File: src/rtl/hazard_pkg.sv
// Shared constants for the pipeline hazard controller: FSM state encodings and
// the {PCWr, IF_ID_Wr, IF_ID_Flush, ID_EX_Flush} control vectors.
package hazard_pkg;

  localparam logic [0:0] ST_IDLE     = 1'b0;
  localparam logic [0:0] ST_LD_STALL = 1'b1;

  localparam logic [3:0] CTL_RESET  = 4'b0011;
  localparam logic [3:0] CTL_NORMAL = 4'b1100;
  localparam logic [3:0] CTL_STALL  = 4'b0001;
  localparam logic [3:0] CTL_SQUASH = 4'b1111;

endpackage

File: src/rtl/hazard_ctrl_dncnt.sv
// Loadable saturating down-counter with clear; clear beats load beats decrement.
module hazard_dncnt #(
  parameter int W = 1
) (
  input  logic         clk,
  input  logic         reset,
  input  logic         clr,
  input  logic         load,
  input  logic [W-1:0] load_val,
  output logic [W-1:0] cnt,
  output logic         nonzero
);

  logic [W-1:0] cnt_d;
  logic [W-1:0] cnt_q;

  // next-count selection
  always_comb begin
    cnt_d = cnt_q;
    if (clr) begin
      cnt_d = '0;
    end else if (load) begin
      cnt_d = load_val;
    end else if (cnt_q != '0) begin
      cnt_d = cnt_q - W'(1);
    end else begin
      cnt_d = cnt_q;
    end
  end

  // count register
  always_ff @(posedge clk) begin
    if (reset) begin
      cnt_q <= '0;
    end else begin
      cnt_q <= cnt_d;
    end
  end

  assign cnt     = cnt_q;
  assign nonzero = (cnt_q != '0);

endmodule

File: src/rtl/hazard_ctrl.sv
// Pipeline hazard controller: load-use stalls, mult/div busy stalls, branch squashes.
// Optional stall performance counter enabled by defining HAZARD_PERF_EN.
module hazard_ctrl
  import hazard_pkg::*;
#(
  parameter int REG_AW   = 5,
  parameter int LOAD_LAT = 1,
  parameter int MD_LAT   = 32
) (
  input  logic              clk,
  input  logic              reset,
  input  logic              MemRd_ID_EX,
  input  logic [REG_AW-1:0] RegisterRt_ID_EX,
  input  logic [REG_AW-1:0] RegisterRs_IF_ID,
  input  logic [REG_AW-1:0] RegisterRt_IF_ID,
  input  logic              UsesRs_IF_ID,
  input  logic              UsesRt_IF_ID,
  input  logic              MdStart_ID_EX,
  input  logic              MdUse_IF_ID,
  input  logic              BranchTaken_EX,
  output logic              PCWr,
  output logic              IF_ID_Wr,
  output logic              IF_ID_Flush,
  output logic              ID_EX_Flush,
  output logic              md_busy,
  output logic [31:0]       stall_cycles
);

  localparam int LD_W = $clog2(LOAD_LAT + 1);
  localparam int MD_W = $clog2(MD_LAT + 1);

  logic [0:0]      state_d, state_q;
  logic [3:0]      ctl_s;
  logic            lu_hit_s, md_hit_s;
  logic            ld_clr_s, ld_load_s, ld_nz_s, md_nz_s;
  logic [LD_W-1:0] ld_cnt_s;
  logic [MD_W-1:0] md_cnt_unused_s;

  assign lu_hit_s = MemRd_ID_EX && (RegisterRt_ID_EX != '0) &&
                    ((UsesRs_IF_ID && (RegisterRs_IF_ID == RegisterRt_ID_EX)) ||
                     (UsesRt_IF_ID && (RegisterRt_IF_ID == RegisterRt_ID_EX)));
  assign md_hit_s = MdUse_IF_ID && md_nz_s;

  // priority: reset > branch squash > load stall > mult/div stall > normal
  always_comb begin
    state_d   = state_q;
    ld_clr_s  = 1'b0;
    ld_load_s = 1'b0;
    ctl_s     = CTL_NORMAL;
    if (reset) begin
      ctl_s   = CTL_RESET;
      state_d = ST_IDLE;
    end else if (BranchTaken_EX) begin
      ctl_s    = CTL_SQUASH;
      state_d  = ST_IDLE;
      ld_clr_s = 1'b1;
    end else if (state_q == ST_LD_STALL) begin
      // the load has left EX, so lu_hit is meaningless here; an empty counter also releases
      ctl_s = CTL_STALL;
      if (!ld_nz_s || (ld_cnt_s == LD_W'(1))) begin
        state_d = ST_IDLE;
      end else begin
        state_d = ST_LD_STALL;
      end
    end else if (lu_hit_s) begin
      ctl_s = CTL_STALL;
      if (LOAD_LAT > 1) begin
        state_d   = ST_LD_STALL;
        ld_load_s = 1'b1;
      end else begin
        state_d = ST_IDLE;
      end
    end else if (md_hit_s) begin
      ctl_s = CTL_STALL;
    end else begin
      ctl_s = CTL_NORMAL;
    end
  end

  // load-stall FSM state
  always_ff @(posedge clk) begin
    if (reset) begin
      state_q <= ST_IDLE;
    end else begin
      state_q <= state_d;
    end
  end

  hazard_dncnt #(.W(LD_W)) u_ld_cnt (
    .clk      (clk),
    .reset    (reset),
    .clr      (ld_clr_s),
    .load     (ld_load_s),
    .load_val (LD_W'(LOAD_LAT - 1)),
    .cnt      (ld_cnt_s),
    .nonzero  (ld_nz_s)
  );

  // branches do not cancel mult/div, so this counter has no clear
  hazard_dncnt #(.W(MD_W)) u_md_cnt (
    .clk      (clk),
    .reset    (reset),
    .clr      (1'b0),
    .load     (MdStart_ID_EX),
    .load_val (MD_W'(MD_LAT)),
    .cnt      (md_cnt_unused_s),
    .nonzero  (md_nz_s)
  );

  assign {PCWr, IF_ID_Wr, IF_ID_Flush, ID_EX_Flush} = ctl_s;
  assign md_busy = md_nz_s && !reset;

`ifdef HAZARD_PERF_EN
  logic [31:0] stall_cnt_d, stall_cnt_q;

  // count every non-reset cycle with the PC held
  always_comb begin
    if (!reset && !ctl_s[3]) begin
      stall_cnt_d = stall_cnt_q + 32'd1;
    end else begin
      stall_cnt_d = stall_cnt_q;
    end
  end

  // performance counter register
  always_ff @(posedge clk) begin
    if (reset) begin
      stall_cnt_q <= 32'd0;
    end else begin
      stall_cnt_q <= stall_cnt_d;
    end
  end

  assign stall_cycles = stall_cnt_q;
`else
  assign stall_cycles = 32'd0;
`endif

endmodule

File: config.mk
export PLATFORM = sky130hd
export DESIGN_NAME = hazard_ctrl
export DESIGN_NICKNAME = d
export VERILOG_FILES = /design/src/rtl/hazard_pkg.sv /design/src/rtl/hazard_ctrl_dncnt.sv /design/src/rtl/hazard_ctrl.sv
export SDC_FILE = /design/constraint.sdc
export NUM_CORES = 1
export LEC_CHECK = 0
export BUFFER_PORTS_ARGS = -buffer_cell sky130_fd_sc_hd__buf_2
export CORE_UTILIZATION = 38
export DETAILED_ROUTE_END_ITERATION = 7
export GPL_TIMING_DRIVEN = 1
export PLACE_DENSITY_LB_ADDON = 0.12
export SYNTH_ARGS = -nofsm -noshare
export SYNTH_HDL_FRONTEND = slang
export SYNTH_SLANG_ARGS = --single-unit
File: constraint.sdc
create_clock -name clk -period 2.6 [get_ports clk]
set_input_delay 0.52 -clock clk [delete_from_list [all_inputs] [get_ports clk]]
set_output_delay 0.52 -clock clk [all_outputs]
set_load 0.1 [all_outputs]
==> run summary <==
Status: finished clean
Starting Density: 40.99%
TritonCTS clock tree: built
Delay of the slowest cell on the worst path: 0.41 ns
Area grow syn2layout: 16.26%
Post-synth top cells: buf_4, xor2_1, dfxtp_1, nor2_1, xnor2_1
Largest net degree at the start of global routing: 8
Rows: 15
Grt ovf: 0
IO Port Bufs: 27
Cell with the most instances after synthesis: buf_4
Max reg flops: 6
First-pass GRT wire length: 1821 µm
Family with the most delay on the worst path: simple AND/OR/NAND/NOR gates
Horiz. Die Dim: 45.63 µm
Post-CTS Setup Bufs: 0
GP Congestion: 0.7105
Clk sinks: 6
Crit path capture type: output port
Initial antenna violation count: 0
Fin crit share: 96.20%
Post-route minimum period: 2.501 ns
Final Hold Viols: 0
Maximum vdd ir drop: 0.0005098 V
GR Util All Layers: 11.69%
Final Skew: 0.001420 ns
CTS Buf Count: 3
PnR Total Power: 764.5 µW
Via-to-Cell Ratio: 3.930
Max Slew Vio Count: 0
Main synth FF type: dfxtp_1
Area occupied by multi-input gates: 464.2 µm²
Seq/Total Area, Yosys: 16.61%
Inserted Diodes: 0
R2r startpoint: u_md_cnt.cnt[3]$_SDFFE_PP0N_
Fmax: 0.3998 GHz
Final Setup Violations: 0
Vias: 562
Ports: 60
Crit path arrival time: 1.98 ns
Seq cells post-synth: 6
Initial DRC count: 0
RSZ-0062 raised after global routing: no
CP Cell Sequence: or3_4, or3b_1, buf_4, nor2b_2, buf_2
Place WS: 0.1450 ns
Worst setup path start: u_md_cnt.cnt[3]$_SDFFE_PP0N_
EDFF count, synth: 0
Post-synthesis cell area: 723.2 µm²
Synthesized instance count: 90
Worst path required time: 2.08 ns
Final #Nets: 145
Resize count post-CTS: 0
Worst-case hold slack: 0.4979 ns
Syn. warnings: 0
Worst hold path class: in -> reg
Final worst setup slack: 0.09873 ns
Final antenna-violating net count: 0
Lkg Pwr: 0.4324 nW
Top cells by area, synth: buf_4, dfxtp_1, xor2_1, xnor2_1, ha_1
CP max FO: 7
Die height: 45.63 µm
Asr flop ratio synth: 0%
Clock tree buffer depth: 2
Hold buffers post-CTS: 0
Bufs and invs on worst path: 2
Yosys top cell by area: buf_4
Clock Latency Late Sink: 0.24 ns
Final wirelength: 1122 µm
Reg area: 120.1 µm²
Post-layout util: 47.66%
CP max-delay cell: or3b_1
DRC viols: 0
Clk slew on worst S/H paths: 0.05 ns
Critical Path Start Type: register
Critical path class: reg -> out
Total Die Area: 2082 µm²
Total core area: 1764 µm²
Min-delay src: MdStart_ID_EX
MaxCap Viol Count: 0
Yosys cell types: 24
Final HPWL DP: 981.5 µm
Syn_area_per_cell: 8.035 µm²
H-tree depth: 1
Routed wire length per instance: 7.846 µm
Clock Tree Root: clkbuf_4
Synth top area share: 34.26%
P per Cell Area: 909.3 nW/µm²
Pre-antenna DRT Iters: 1
Fillers: 198
Share of layout cells above drive strength 1: 32.20%
Vias in the first global route: 465
TNS Setup: 0 ns
[layer usage]
layer / wire, µm / track usage, % / vias to the layer above
li1: - / - / 286
met1: 474 / 14.25 / 244
met2: 555 / 21.14 / 32
met3: 92 / 1.190 / 0
met4: 0 / 3.636 / 0
met5: 0 / 0 / -
[report_power, final]
group / switching (mW) / internal, mW / total [mW]
Clock: 0.0321 / 0.0521 / 0.0842
Sequential: 0.0226 / 0.115 / 0.137
Combinational: 0.398 / 0.145 / 0.543
Total: 0.453 / 0.312 / 0.765
[path summary, 6_finish.rpt]
check	end	slack [ns]	cells after the start
worst max-delay path	md_busy	0.1	5
worst max register to register	u_md_cnt.cnt[1]$_SDFFE_PP0N_	0.86	4
worst min-delay path	u_md_cnt.cnt[1]$_SDFFE_PP0N_	0.50	2
worst min register to register	u_md_cnt.cnt[4]$_SDFFE_PP0N_	0.52	2
[cell usage in the layout, fill, tap and decap left out, types with 2 or more instances in the layout]
master | netlist | layout
conb_1 | 1 | 32
buf_2 | 0 | 24
xor2_1 | 9 | 9
nor2_1 | 6 | 6
dfxtp_1 | 6 | 6
xnor2_1 | 5 | 5
inv_1 | 4 | 4
nor4_1 | 3 | 3
clkbuf_4 | 0 | 3
buf_12 | 0 | 3
o21ai_0 | 3 | 2
nand2_1 | 2 | 2
nor3_1 | 2 | 2
ha_1 | 2 | 2
[logic make-up after synthesis]
| logic type | share of synthesized area [%] |
|---|---|
| buffers and inverters | 37.89 |
| AND/OR/NAND/NOR | 14.54 |
| XOR/XNOR | 16.96 |
| AO/OA/AOI/OAI | 10.03 |
| flip-flops | 16.61 |
| adder cells (fa/ha/maj) | 3.460 |
| other | 0.5185 |
[cell type report]
| type | count | area share [%] |
|---|---|---|
| clock buffers | 3 | 2.679 |
| inverters | 4 | 1.786 |
| well taps | 25 | 3.720 |
| flip-flops and latches | 6 | 14.29 |
| repair buffers | 28 | 22.32 |
| multi-input cells | 77 | 55.21 |
[worst reg2reg max path, cell delays in order (launching register included)]
cell and delay [ns]:
dfxtp_1 0.32, or3_4 0.40, or3b_1 0.41, buf_4 0.18, a2111oi_2 0.33
[metrics by stage]
step | std cells | area, µm²
finish | 143 | 840.8
global route | 143 | 840.8
CTS | 143 | 837.1
detailed placement | 140 | 814.5
global placement | 140 | 814.5
floorplan | 121 | 858.3
No activity file was read; power rests on OpenSTA's default activity.
